### src/rtl/sync_fifo_pkg.sv
// Shared defaults and types for the single-clock FIFO.
// Optional occupancy status outputs are enabled by defining FIFO_STATUS_EN.
package sync_fifo_pkg;
   localparam int DATA_WIDTH = 8;
   localparam int ADDR_WIDTH = 4;
   localparam int DEPTH      = 2**ADDR_WIDTH;

   typedef logic [DATA_WIDTH-1:0] data_t;
   typedef logic [ADDR_WIDTH:0]   ptr_t;
endpackage

### src/rtl/sync_fifo_if.sv
// Producer/consumer handshake bundle for sync_fifo.
// FIFO_STATUS_EN adds count/almost_full/almost_empty to the bundle.
interface sync_fifo_if
   import sync_fifo_pkg::*;
#(
   parameter int DATA_WIDTH = sync_fifo_pkg::DATA_WIDTH,
   parameter int ADDR_WIDTH = sync_fifo_pkg::ADDR_WIDTH
);
   logic                  wr_en;
   logic                  rd_en;
   logic [DATA_WIDTH-1:0] data_in;
   logic [DATA_WIDTH-1:0] data_out;
   logic                  full;
   logic                  empty;
`ifdef FIFO_STATUS_EN
   logic [ADDR_WIDTH:0]   count;
   logic                  almost_full;
   logic                  almost_empty;

   modport master (output wr_en, rd_en, data_in,
                   input  data_out, full, empty, count, almost_full, almost_empty);
   modport slave  (input  wr_en, rd_en, data_in,
                   output data_out, full, empty, count, almost_full, almost_empty);
`else
   modport master (output wr_en, rd_en, data_in,
                   input  data_out, full, empty);
   modport slave  (input  wr_en, rd_en, data_in,
                   output data_out, full, empty);
`endif
endinterface

### src/rtl/sync_fifo_mem.sv
// DEPTH x DATA_WIDTH register array: one synchronous write port, one registered read port.
// Only the read register is reset; stored words survive reset untouched.
module sync_fifo_mem
   import sync_fifo_pkg::*;
#(
   parameter int DATA_WIDTH = sync_fifo_pkg::DATA_WIDTH,
   parameter int ADDR_WIDTH = sync_fifo_pkg::ADDR_WIDTH
) (
   input  logic                  clk,
   input  logic                  rst_n,
   input  logic                  we,
   input  logic [ADDR_WIDTH-1:0] waddr,
   input  logic [DATA_WIDTH-1:0] wdata,
   input  logic                  re,
   input  logic [ADDR_WIDTH-1:0] raddr,
   output logic [DATA_WIDTH-1:0] rdata
);
   localparam int DEPTH_L = 2**ADDR_WIDTH;

   logic [DATA_WIDTH-1:0] mem [DEPTH_L];

   always_ff @(posedge clk) begin
      if (we) mem[waddr] <= wdata;
   end

   // Output register holds its value unless a read is accepted.
   always_ff @(posedge clk) begin
      if (!rst_n)  rdata <= '0;
      else if (re) rdata <= mem[raddr];
   end
endmodule

### src/rtl/sync_fifo.sv
// Single-clock FIFO: binary wrap-bit pointers, flags decoded from registered pointers.
// Define FIFO_STATUS_EN to expose count/almost_full/almost_empty.
module sync_fifo
   import sync_fifo_pkg::*;
#(
   parameter int DATA_WIDTH = sync_fifo_pkg::DATA_WIDTH,
   parameter int ADDR_WIDTH = sync_fifo_pkg::ADDR_WIDTH
) (
   input  logic      clk,
   input  logic      rst_n,
   sync_fifo_if.slave bus
);
   localparam int DEPTH_L = 2**ADDR_WIDTH;
   localparam int PTR_W   = ADDR_WIDTH + 1;

   logic [PTR_W-1:0] wr_ptr, rd_ptr;
   logic             wr_go, rd_go;
   logic             full, empty;

   assign empty = (wr_ptr == rd_ptr);
   assign full  = (wr_ptr[ADDR_WIDTH] != rd_ptr[ADDR_WIDTH]) &&
                  (wr_ptr[ADDR_WIDTH-1:0] == rd_ptr[ADDR_WIDTH-1:0]);

   // Strobes are qualified by reset too, so nothing is accepted during reset.
   assign wr_go = bus.wr_en & ~full  & rst_n;
   assign rd_go = bus.rd_en & ~empty & rst_n;

   always_ff @(posedge clk) begin
      if (!rst_n) begin
         wr_ptr <= '0;
         rd_ptr <= '0;
      end else begin
         if (wr_go) wr_ptr <= wr_ptr + PTR_W'(1);
         if (rd_go) rd_ptr <= rd_ptr + PTR_W'(1);
      end
   end

   sync_fifo_mem #(
      .DATA_WIDTH (DATA_WIDTH),
      .ADDR_WIDTH (ADDR_WIDTH)
   ) u_mem (
      .clk   (clk),
      .rst_n (rst_n),
      .we    (wr_go),
      .waddr (wr_ptr[ADDR_WIDTH-1:0]),
      .wdata (bus.data_in),
      .re    (rd_go),
      .raddr (rd_ptr[ADDR_WIDTH-1:0]),
      .rdata (bus.data_out)
   );

   assign bus.full  = full;
   assign bus.empty = empty;

`ifdef FIFO_STATUS_EN
   logic [PTR_W-1:0] count;

   // Modular subtraction gives occupancy 0..DEPTH thanks to the wrap bit.
   assign count            = wr_ptr - rd_ptr;
   assign bus.count        = count;
   assign bus.almost_full  = (count >= PTR_W'(DEPTH_L - 1));
   assign bus.almost_empty = (count <= PTR_W'(1));
`endif
endmodule

### src/flat_wrapper.sv
// flat-port wrapper written by rule: the top's interface ports become plain ports
module sync_fifo_flat import sync_fifo_pkg::*;
#(
   parameter int DATA_WIDTH = sync_fifo_pkg::DATA_WIDTH,
   parameter int ADDR_WIDTH = sync_fifo_pkg::ADDR_WIDTH
)
  (clk, rst_n, bus_wr_en, bus_rd_en, bus_data_in, bus_data_out, bus_full, bus_empty);
  sync_fifo_if #(.DATA_WIDTH(DATA_WIDTH), .ADDR_WIDTH(ADDR_WIDTH)) bus_i ();
  input  logic clk;
  input  logic rst_n;
  input wire logic [$bits(bus_i.wr_en)-1:0] bus_wr_en;
  input wire logic [$bits(bus_i.rd_en)-1:0] bus_rd_en;
  input wire logic [$bits(bus_i.data_in)-1:0] bus_data_in;
  output wire logic [$bits(bus_i.data_out)-1:0] bus_data_out;
  output wire logic [$bits(bus_i.full)-1:0] bus_full;
  output wire logic [$bits(bus_i.empty)-1:0] bus_empty;
  assign bus_i.wr_en = bus_wr_en;
  assign bus_i.rd_en = bus_rd_en;
  assign bus_i.data_in = bus_data_in;
  assign bus_data_out = bus_i.data_out;
  assign bus_full = bus_i.full;
  assign bus_empty = bus_i.empty;
  sync_fifo #(.DATA_WIDTH(DATA_WIDTH), .ADDR_WIDTH(ADDR_WIDTH)) u_core (.clk(clk), .rst_n(rst_n), .bus(bus_i));
endmodule
### config.mk
export PLATFORM = sky130hd
export DESIGN_NAME = sync_fifo_flat
export DESIGN_NICKNAME = d
export VERILOG_FILES = /design/src/rtl/sync_fifo_pkg.sv /design/src/rtl/sync_fifo_if.sv /design/src/rtl/sync_fifo_mem.sv /design/src/rtl/sync_fifo.sv /design/src/flat_wrapper.sv
export SDC_FILE = /design/constraint.sdc
export NUM_CORES = 1
export LEC_CHECK = 0
export CELL_PAD_IN_SITES_DETAIL_PLACEMENT = 2
export CELL_PAD_IN_SITES_GLOBAL_PLACEMENT = 2
export CORE_MARGIN = 3
export CORE_UTILIZATION = 52
export DETAILED_ROUTE_END_ITERATION = 12
export DONT_BUFFER_PORTS = 1
export GPL_TIMING_DRIVEN = 0
export HOLD_SLACK_MARGIN = 0.03
export PLACE_DENSITY_LB_ADDON = 0.25
export SLEW_MARGIN = 20
export SYNTH_ARGS = -nofsm -noshare
export SYNTH_HDL_FRONTEND = slang
export SYNTH_SLANG_ARGS = --single-unit
### constraint.sdc
create_clock -name clk -period 5.6 [get_ports clk]
set_input_delay 1.12 -clock clk [delete_from_list [all_inputs] [get_ports clk]]
set_output_delay 1.12 -clock clk [all_outputs]
set_load 0.03 [all_outputs]
==> results of run 1 <==
[cells by family (layout without fill, tap and decap cells)]
family | Yosys count | after routing | share of synthesized area
AO/OA/AOI/OAI | 50 | 50 | 0.05804
XOR/XNOR | 9 | 9 | 0.01339
adder cells (fa/ha/maj) | 5 | 5 | 0.01063
buffers and inverters | 25 | 61 | 0.02445
flip-flops | 146 | 146 | 0.7143
multiplexers | 52 | 52 | 0.1346
AND/OR/NAND/NOR | 47 | 47 | 0.04464
[state kept, by name (all words and copies together), names as in the netlist]
signal              flops
u_core.u_mem.rdata      8
u_core.u_mem.mem      128
u_core.wr_ptr           5
u_core.rd_ptr           5
[metal layers]
layer	vias up	share of wire
met3	36	0.056
met4	2	0.026
li1	1391	-
met5	-	0.00075
met1	1782	0.42
met2	137	0.50
[power by group]
group / internal, mW / switching, mW
registers: 1.20 / 0.0342
clock network: 0.627 / 0.503
logic: 0.0390 / 0.0741
total: 1.87 / 0.612
[stage by stage]
stage / utilization / std cells / hold slack, ps
after CTS: 0.6134 / 510 / 552.8
after global placement: 0.5542 / 474 / 489.6
after floorplan: - / 334 / 471.2
after detailed placement: 0.5609 / 478 / 511.5
final: 0.6134 / 510 / 558.5
after global routing: 0.6134 / 510 / 594.7
[cell usage after synthesis (2+ instances only)]
cell type	number	area (sq um)
sky130_fd_sc_hd__and2_1	3	18.77
sky130_fd_sc_hd__nor2_1	3	11.26
sky130_fd_sc_hd__dfxtp_1	18	360.4
sky130_fd_sc_hd__mux4_2	11	247.7
sky130_fd_sc_hd__o211ai_1	6	45.04
sky130_fd_sc_hd__a21oi_1	8	40.04
sky130_fd_sc_hd__buf_4	2	15.01
sky130_fd_sc_hd__a31oi_1	8	50.05
sky130_fd_sc_hd__nand3_1	2	10.01
sky130_fd_sc_hd__a22oi_1	5	37.54
sky130_fd_sc_hd__and4_1	4	35.03
sky130_fd_sc_hd__inv_1	2	7.510
sky130_fd_sc_hd__nand2_1	14	52.55
sky130_fd_sc_hd__o21a_1	2	15.01
sky130_fd_sc_hd__buf_6	2	22.52
sky130_fd_sc_hd__nor2b_1	6	37.54
sky130_fd_sc_hd__ha_1	5	62.56
sky130_fd_sc_hd__xnor2_1	7	61.31
sky130_fd_sc_hd__mux2_2	3	33.78
sky130_fd_sc_hd__xor2_1	2	17.52
sky130_fd_sc_hd__mux2i_1	30	300.3
sky130_fd_sc_hd__nor3_1	5	25.02
sky130_fd_sc_hd__buf_2	9	45.04
sky130_fd_sc_hd__a221oi_1	8	70.07
sky130_fd_sc_hd__clkbuf_1	9	33.78
sky130_fd_sc_hd__mux4_1	8	210.2
sky130_fd_sc_hd__nor4_1	4	25.02
sky130_fd_sc_hd__o21ai_0	10	50.05
sky130_fd_sc_hd__edfxtp_1	128	3844
[cell type report]
type / count / area, sq um
sequential: 146 / 4204
inverter: 2 / 7.507
clock inverter: 14 / 145.1
clock buffer: 18 / 429.2
fill: 858 / 4228
buffer: 23 / 136.4
timing repair buffer: 4 / 27.53
tap: 140 / 175.2
multi-input combinational: 163 / 1583
[worst register-to-register path, stage by stage, from the launching register on]
cell                      delay, ps
sky130_fd_sc_hd__dfxtp_1        490
sky130_fd_sc_hd__xnor2_1        130
sky130_fd_sc_hd__nand4_2        180
sky130_fd_sc_hd__o21ai_4        120
sky130_fd_sc_hd__nor3b_1        630
sky130_fd_sc_hd__nor2b_1        820
[worst paths after layout]
check	startpoint	end	slack, ps	cells after the start
max	u_core.rd_ptr[1]$_SDFFE_PN0P_	bus_empty	2650	4
min reg2reg	u_core.wr_ptr[4]$_SDFFE_PN0P_	u_core.wr_ptr[4]$_SDFFE_PN0P_	560	2
max reg2reg	u_core.wr_ptr[0]$_SDFFE_PN0P_	u_core.u_mem.mem[11][2]$_DFFE_PP_	2860	5
min	u_core.wr_ptr[4]$_SDFFE_PN0P_	u_core.wr_ptr[4]$_SDFFE_PN0P_	560	2
==> metrics.md, run 1 <==
| Metric | Value |
|---|---|
| Clock transition at path regs | 60 ps |
| Number of global-route vias before repair | about 3600 |
| Placed wire-length estimate | roughly 11 mm |
| Final design instance area without fill | approximately 6700 sq um |
| Minimum clock period | between 2000 and 3000 ps |
| Commonest non-fill, non-tap cells in the layout | 128 x sky130_fd_sc_hd__edfxtp_1, 30 x sky130_fd_sc_hd__mux2i_1, 18 x sky130_fd_sc_hd__dfxtp_1 |
| Critical Path Sink Type | output port |
| Warning count from the yosys run | 0 |
| RSZ-0062 raised after global routing | no |
| Outcome | complete, no violations |
| Number of buffer cells added on primary ports | 0 |
| Pre-CTS setup slack | between 2000 and 3000 ps |
| Final period utilization | 0.5267 |
| Routability Congestion | 0.7567 |
| Count of endpoints failing setup in the final report | 0 |
| Startpoint Class | flop |
| Die Width | 112.4 microns |
| Post-synth EDFFs | 128 |
| DIE HEIGHT | ~110 microns |
| Clock Path Buffers | 2 |
| Row count | 38 |
| Insertion delay of the later-clocked pin in the worst-skew pair | between 400 and 500 ps |
| Slack of the critical path | about 2700 ps |
| Critical path, cell by cell | buf_6 -> xnor2_1 -> nand4_2 -> nor2_1 |
| Final Total Pwr | about 2.5 mW |
| Peak per-stage delay on the critical path | between 400 and 500 ps |
| Worst min-delay path category | reg -> reg |
| Number of vias per cell | ~6.6 |
| Worst-path fanout max | 5 |
| Most common library cell in the layout ignoring fill and taps | sky130_fd_sc_hd__edfxtp_1 |
| Largest clock skew in the final design | 9.796 ps |
| CTS Buf Count | 17 |
| DRC violations left | 0 |
| Post-DP Area | roughly 6000 sq um |
| Starting density of the core | 0.5382 |
| Total wire length | 17.37 mm |
| Core outline area | 10940 sq um |
| CTS resizes | 0 |
| Clock Sinks | between 100 and 150 |
| Maximum capacitance violations | 0 |
| Global routing usage summed across all routing layers | 0.2946 |
| Category of cells accounting for the largest share of critical-path delay | simple AND/OR/NAND/NOR gates |
| Top FF cell, synth | sky130_fd_sc_hd__edfxtp_1 |
| Synth Area per Inst | roughly 18 sq um |
| Per-cell routed wire length | 34.06 microns |
| Post-CTS setup buffer count | 0 |
| DR vias | around 3300 |
| Pin count of the biggest net entering global routing | 17 |
| Global routing usage on met1 | 0.3883 |
| Critical-path cell with the highest stage delay | sky130_fd_sc_hd__nor2_1 |
| Sum Neg Setup Slack | 0 ps |
| Worst path bufs/invs | 1 |
| Number of nets still failing antenna checks after routing | 0 |
| First-pass GRT wire length | around 26 mm |
| Synth-to-Final Area Change | 13.97% |
| Data required time of the worst path | 4480 ps |
| VDD IR-drop max | between 0.0002 and 0.0003 V |
| Leakage | 2.106 nW |
| Max-slew headroom at the worst pin | 0.2684 |
| Proportion of layout cells with a drive suffix above 1 | 0.2000 |
| Die area | 12630 sq um |
| Achievable frequency | 0.3391 GHz |
| Busiest grt layer | met2 |
| Count of cell types in the netlist | 39 |
| Antenna Diode Count | 0 |
| Measured slew at the worst slew-check pin | 1088 ps |
| Worst Setup Path Type | reg -> out |
| Pre-Repair DR Iteration Count | 5 |
| Met2 layer usage reported by global route | 0.4807 |
| Cell count after synthesis | about 330 |
| Depth of the CTS H-tree | 4 |
| Sequential cell area fraction in the yosys report | 0.7143 |
| Async set-or-reset flop fraction in the synthesized netlist | 0 |
| TritonCTS clock tree | yes |
| Post-synthesis net count | ~350 |
| Power Density | approximately 370 nW/um^2 |
| Post-Synthesis Cell Area | between 5000 and 6000 sq um |
| Worst endpoint data arrival time | roughly 1800 ps |
| Count of final hold-check violations | 0 |
| Total overflow reported by the global router | 0 |
| # IOs | 22 |
| Final slew viol count | 0 |
| DRC violation total after the first TritonRoute iteration | 398 |
| Met3 usage in global routing | 0.07332 |
| Total of hold buffers inserted after clock tree synthesis | 0 |
| Yosys reg bits | between 100 and 150 |
| CTS root buffer | sky130_fd_sc_hd__clkbuf_16 |
| NumNets Final | about 370 |
| Antenna violations before repair | 1 |
No activity file was read; power rests on OpenSTA's default activity.
==> run 2, diff against run 1 <==
--- a/config.mk
+++ b/config.mk
@@ -8,7 +8,7 @@
 export CELL_PAD_IN_SITES_DETAIL_PLACEMENT = 2
 export CELL_PAD_IN_SITES_GLOBAL_PLACEMENT = 2
 export CORE_MARGIN = 3
-export CORE_UTILIZATION = 52
+export CORE_UTILIZATION = 48
 export DETAILED_ROUTE_END_ITERATION = 12
 export DONT_BUFFER_PORTS = 1
 export GPL_TIMING_DRIVEN = 0
==> constraint.sdc (replaced) <==
create_clock -name clk -period 2.8 [get_ports clk]
set_input_delay 0.56 -clock clk [delete_from_list [all_inputs] [get_ports clk]]
set_output_delay 0.56 -clock clk [all_outputs]
set_load 0.03 [all_outputs]
==> metrics.md, run 2 (synthesized netlist as in run 1, its figures left out) <==
| Metric | Value |
|---|---|
| Outcome | complete, no violations |
| Storage element area | roughly 4200 sq um |
| Data required time of the worst path | ~2900 ps |
| CTS Buf Count | 17 |
| DRC violation total after the first TritonRoute iteration | approximately 220 |
| Total of hold buffers inserted after clock tree synthesis | 0 |
| Pin count of the biggest net entering global routing | 17 |
| Largest clock skew in the final design | between 6 and 7 ps |
| Number of global-route vias before repair | ~3500 |
| Measured slew at the worst slew-check pin | between 1000 and 1500 ps |
| Core outline area | 11710 sq um |
| Maximum capacitance violations | 0 |
| Proportion of layout cells with a drive suffix above 1 | 0.2086 |
| Total wire length | ~16 mm |
| Total overflow reported by the global router | 0 |
| Synth-to-Final Area Change | 13.97% |
| Area taken by multi-input logic gates | between 1500 and 2000 sq um |
| Depth of the CTS H-tree | 4 |
| Worst min-delay path category | in -> reg |
| Number of vias per cell | just over 6 |
| Per-cell routed wire length | around 32 microns |
| First-pass GRT wire length | approximately 24 mm |
| CTS resizes | 0 |
| Pre-Repair DR Iteration Count | 4 |
| CTS root buffer | sky130_fd_sc_hd__clkbuf_16 |
| DRC violations left | 0 |
| NumNets Final | approximately 380 |
| Starting density of the core | 0.5026 |
| Worst endpoint data arrival time | 2660 ps |
| Global routing usage summed across all routing layers | 0.2612 |
| Flop2flop setup slack | 190 ps |
| Routability Congestion | 0.8063 |
| Critical-path cell with the highest stage delay | sky130_fd_sc_hd__nor2b_1 |
| Antenna violations before repair | 0 |
| Minimum clock period | 2614 ps |
| Flip-flop count of the largest register, all copies and words added | around 130 |
| Final period utilization | 0.9334 |
| Post-CTS setup buffer count | 0 |
| Biggest registers after layout | u_core.u_mem.mem: 128 flops, u_core.u_mem.rdata: 8 flops |
| Row count | 39 |
| Insertion delay of the later-clocked pin in the worst-skew pair | between 400 and 500 ps |
| DR vias | around 3200 |
| Peak per-stage delay on the critical path | between 800 and 900 ps |
| Count of final hold-check violations | 0 |
| # IOs | 22 |
| TritonCTS clock tree | yes |
| Number of buffer cells added on primary ports | 0 |
| Die area | ~14000 sq um |
| Startpoint Class | flop |
| Number of placed instances, taps included | around 490 |
| Cell Count, Final, Fillers Out | 517 |
| FILL cells | roughly 960 |
| Count of endpoints failing setup in the final report | 0 |
| Critical path, cell by cell | xnor2_1 -> nand4_2 -> o21ai_4 -> nor3b_1 -> nor2b_1 |
| Achievable frequency | around 0.38 GHz |
| Antenna Diode Count | 0 |
| Most common library cell in the layout ignoring fill and taps | sky130_fd_sc_hd__edfxtp_1 |
| Placed wire-length estimate | 11.01 mm |
| Die Width | 116.7 microns |
| Final slew viol count | 0 |
| Clock Path Buffers | 2 |
| DIE HEIGHT | approximately 120 microns |
| Commonest non-fill, non-tap cells in the layout | 128 x sky130_fd_sc_hd__edfxtp_1, 30 x sky130_fd_sc_hd__mux2i_1, 18 x sky130_fd_sc_hd__dfxtp_1 |
| Clock transition at path regs | about 60 ps |
| WHS | between 200 and 250 ps |
| Worst Setup Path Type | reg -> reg |
| Power Density | 716.6 nW/um^2 |
| Largest register by flop count | u_core.u_mem.mem |
| Critical Path Sink Type | flop |
| Leakage | 2.115 nW |
| VDD IR-drop max | about 0.00053 V |
| Worst-path fanout max | 8 |
| RSZ-0062 raised after global routing | no |
| Number of nets still failing antenna checks after routing | 0 |
| Max-slew headroom at the worst pin | 0.3105 |
| Clock Sinks | between 100 and 150 |
-- run 2: changes by cell type in the layout (fill, tap and decap cells not counted), sizes merged --
cell	change
buf	+4
bufinv	-1
clkinv	+2
inv	-1
-- run 2: power breakdown --
part	internal [mW]	switching, mW	leakage, nW	total (mW)
Sequential	2.40	0.0740	1.30	2.48
Combinational	0.0774	0.138	0.555	0.216
Clock	1.16	0.956	0.260	2.11
-- run 2: final timing paths --
path | cells after the start | start | endpoint
worst max register to register | 5 | u_core.wr_ptr[0]$_SDFFE_PN0P_ | u_core.u_mem.mem[11][1]$_DFFE_PP_
worst min register to register | 1 | u_core.rd_ptr[4]$_SDFFE_PN0P_ | u_core.rd_ptr[4]$_SDFFE_PN0P_
worst min-delay path | 0 | bus_data_in[2] | u_core.u_mem.mem[2][2]$_DFFE_PP_
worst max-delay path | 5 | u_core.wr_ptr[0]$_SDFFE_PN0P_ | u_core.u_mem.mem[11][1]$_DFFE_PP_
-- run 2: area by class of cell --
cell class / count / share of cell area
Buffer: 23 / 0.02033
Clock buffer: 18 / 0.06398
Clock inverter: 14 / 0.01772
Inverter: 2 / 0.001119
Multi-Input combinational cell: 163 / 0.2363
Sequential cell: 146 / 0.6267
Tap cell: 143 / 0.02667
Timing Repair Buffer: 8 / 0.007088
-- run 2: critical path: cells and delay by family (launching register included) --
family / cells / cell delay (ps)
and+or+nand+nor: 3 / 1490
DFF: 1 / 500
AOI/OAI and AO/OA: 1 / 110
xor gates and xnor gates: 1 / 130
-- run 2: routing by layer --
| metal | global-route usage | vias up | share of wire |
|---|---|---|---|
| li1 | - | 1405 | - |
| met1 | 0.3334 | 1694 | 0.41 |
| met2 | 0.4312 | 104 | 0.51 |
| met3 | 0.06528 | 20 | 0.060 |
| met4 | 0.1032 | 0 | 0.024 |
| met5 | 0 | - | 0 |
-- run 2: per-stage QoR --
step                        util  power, mW  TNS [ps]  setup slack [ps]  instance area (sq um)
after floorplan                -      2.652         0             564.0                   5886
after global placement    0.5178      2.710     -9195            -372.4                   6065
after detailed placement  0.5257      2.737         0             193.0                   6157
after CTS                 0.5725      4.821         0             130.1                   6705
after global routing      0.5728      4.936         0             46.20                   6708
final                     0.5728      4.807         0             186.4                   6708
==> edit, RTL diff (settings of run 2) <==
`ADDR_WIDTH`: 4 -> 3.
--- a/src/rtl/sync_fifo_pkg.sv
+++ b/src/rtl/sync_fifo_pkg.sv
@@ -4,3 +4,3 @@
    localparam int DATA_WIDTH = 8;
-   localparam int ADDR_WIDTH = 4;
+   localparam int ADDR_WIDTH = 3;
    localparam int DEPTH      = 2**ADDR_WIDTH;
Function: changed (a bounded check fails within 10 cycles, from zero or initial values and one cycle with rst_n low).
==> edit against run 2 <==
  * Non-clock buffer count down 15
  * Wire length is 54% lower
  * Fmax is 3.7% higher
  * Sequential cell count decreased by 66
  * Synthesized area shrank 45%
  * Synthesized cell count decreased by 45%
  * Power down 46%
  * Setup slack improved by 0.094 ns
  * Final area decreased by 47%
  * Largest cell class unchanged
  * Highest routed layer unchanged
==> edit: results (changes against run 2) <==
metric,value,unit,change
slew_headroom,37.1,%,+6.1 points
dpl.cell_count,264,,-46%
ctsLongestPathBuffers,2,,unchanged
power_leakage,0.00116,uW,-45%
total_vias_in_the_final_route,1707,,-47%
portBuffers,0,,unchanged
timing.critical_path.arrival,2.49,ns,-0.17 ns
antenna_found_initial,0,,unchanged
critPathMaxFanout,10,,+2
irDropWorstVdd,0.000508,V,-3.6%
layout.nets,212,,-44%
synth.cells.most_frequent,"edfxtp_1 (64), dfxtp_1 (16), mux4_2 (16), o21ai_0 (11), mux2i_1 (10)",,
syn_area_per_cell,17.5,sq um,-0.52%
cts_made_buffers,9,,-8
synthesis.nets,197,,-44%
initial_drt_pass_iterations,4,,unchanged
cts_htree_levels,3,,-1
grt_pass1_vias,1975,,-44%
dpl-instance-area,3350,sq um,-46%
grt_pass1_wl,12.2,mm,-49%
synth-warning-count,0,,unchanged
post_place_setup_slack,0.199,ns,+0.00648 ns
top_regs,"u_core.u_mem.mem: 64 flops, u_core.u_mem.rdata: 8 flops",,
clk_pin_slew_worst_paths,0.09,ns,+0.03 ns
synth-seq-area-share,69.9,%,-1.5 points
number_of_design_rule_violations_left_by_the_first_detailed_router_iteration,89,,-60%
drive_gt1_share,27.6,%,+6.7 points
slowest_stage,nor2_1,,
number_of_enable_flip_flop_cells_after_synthesis,64,,-50%
dp_hpwl,4.96,mm,-55%
routabilityCongestion,0.696,,-14%
dominantRegCellSynth,edfxtp_1,,
maximum_number_of_pins_on_one_net_before_global_route_repair,14,,-3
clock_insertion_delay_at_the_later_pin_of_the_skew_report,0.35,ns,-0.08 ns
timing.critical_path.slowest_cell_delay,0.68,ns,-0.20 ns
antenna_diode_count,0,,unchanged
synth_cell_type_count,32,,-18%
gr-total-overflow,0,,unchanged
avgViaCountPerCell,6.10,,-2.2%
cts-root-buf,clkbuf_8,,
status,"complete, no violations",,
synth_top_cells_by_area,"edfxtp_1 (60%), mux4_2 (11%), dfxtp_1 (10%), mux2i_1 (3.1%), o21ai_0 (1.7%)",,
route.final.wire_length,7.53,mm,-54%
cts_resized,1,,+1
groute.usage.overall,22.8,%,-3.3 points
switching_portion_of_total_power,25.5,%,+1.2 points
cts.repair_timing.setup_buffer_count,0,,unchanged
clock-skew-final,0.0120,ns,+0.00554 ns
==> edit: final timing paths <==
kind | slack (ns) | end | depth (start not counted) | from
setup / recovery | 0.28 | u_core.u_mem.mem[4][1] | 5 | u_core.rd_ptr[1]
setup reg to reg | 0.28 | u_core.u_mem.mem[4][1] | 5 | u_core.rd_ptr[1]
hold / removal | 0.30 | u_core.u_mem.mem[0][0] | 0 | bus_data_in[0]
hold reg to reg | 0.54 | u_core.rd_ptr[3] | 2 | u_core.rd_ptr[3]
==> edit: cell type report <==
| type | instances | area [sq um] |
|---|---|---|
| well taps | 77 | 96.3 |
| repair buffers | 4 | 25.0 |
| inverters | 1 | 3.75 |
| clock buffers | 11 | 131 |
| multi-input cells | 90 | 923 |
| flip-flops and latches | 80 | 2240 |
| clock inverters | 5 | 81.3 |
| plain buffers | 12 | 76.3 |
| fillers | 538 | 2840 |
==> edit: logic make-up after synthesis <==
logic type / after synthesis / share of synthesized area (%)
flip-flops: 80 / 69.9
AND/OR/NAND/NOR: 31 / 5.19
multiplexers: 26 / 14.4
AO/OA/AOI/OAI: 25 / 4.95
buffers and inverters: 13 / 2.50
XOR/XNOR: 6 / 2.34
adder cells (fa/ha/maj): 2 / 0.780
==> edit: routing by layer <==
layer / track usage [%] / wire length, um / share of wire (%) / vias to the layer above
met4: 8.51 / 99 / 1.3 / 0
li1: - / - / - / 743
met2: 37.5 / 3850 / 51 / 36
met3: 5.17 / 366 / 4.9 / 11
met1: 29.8 / 3210 / 43 / 917
met5: 0 / 0 / 0 / -
==> edit: power groups by stage <==
stage,Combinational [uW],Sequential [uW],Clock (uW)
after floorplan,195,1420,0
after global placement,241,1430,0
after detailed placement,262,1430,0
after CTS,268,1410,936
after global routing,300,1410,980
final,268,1400,923
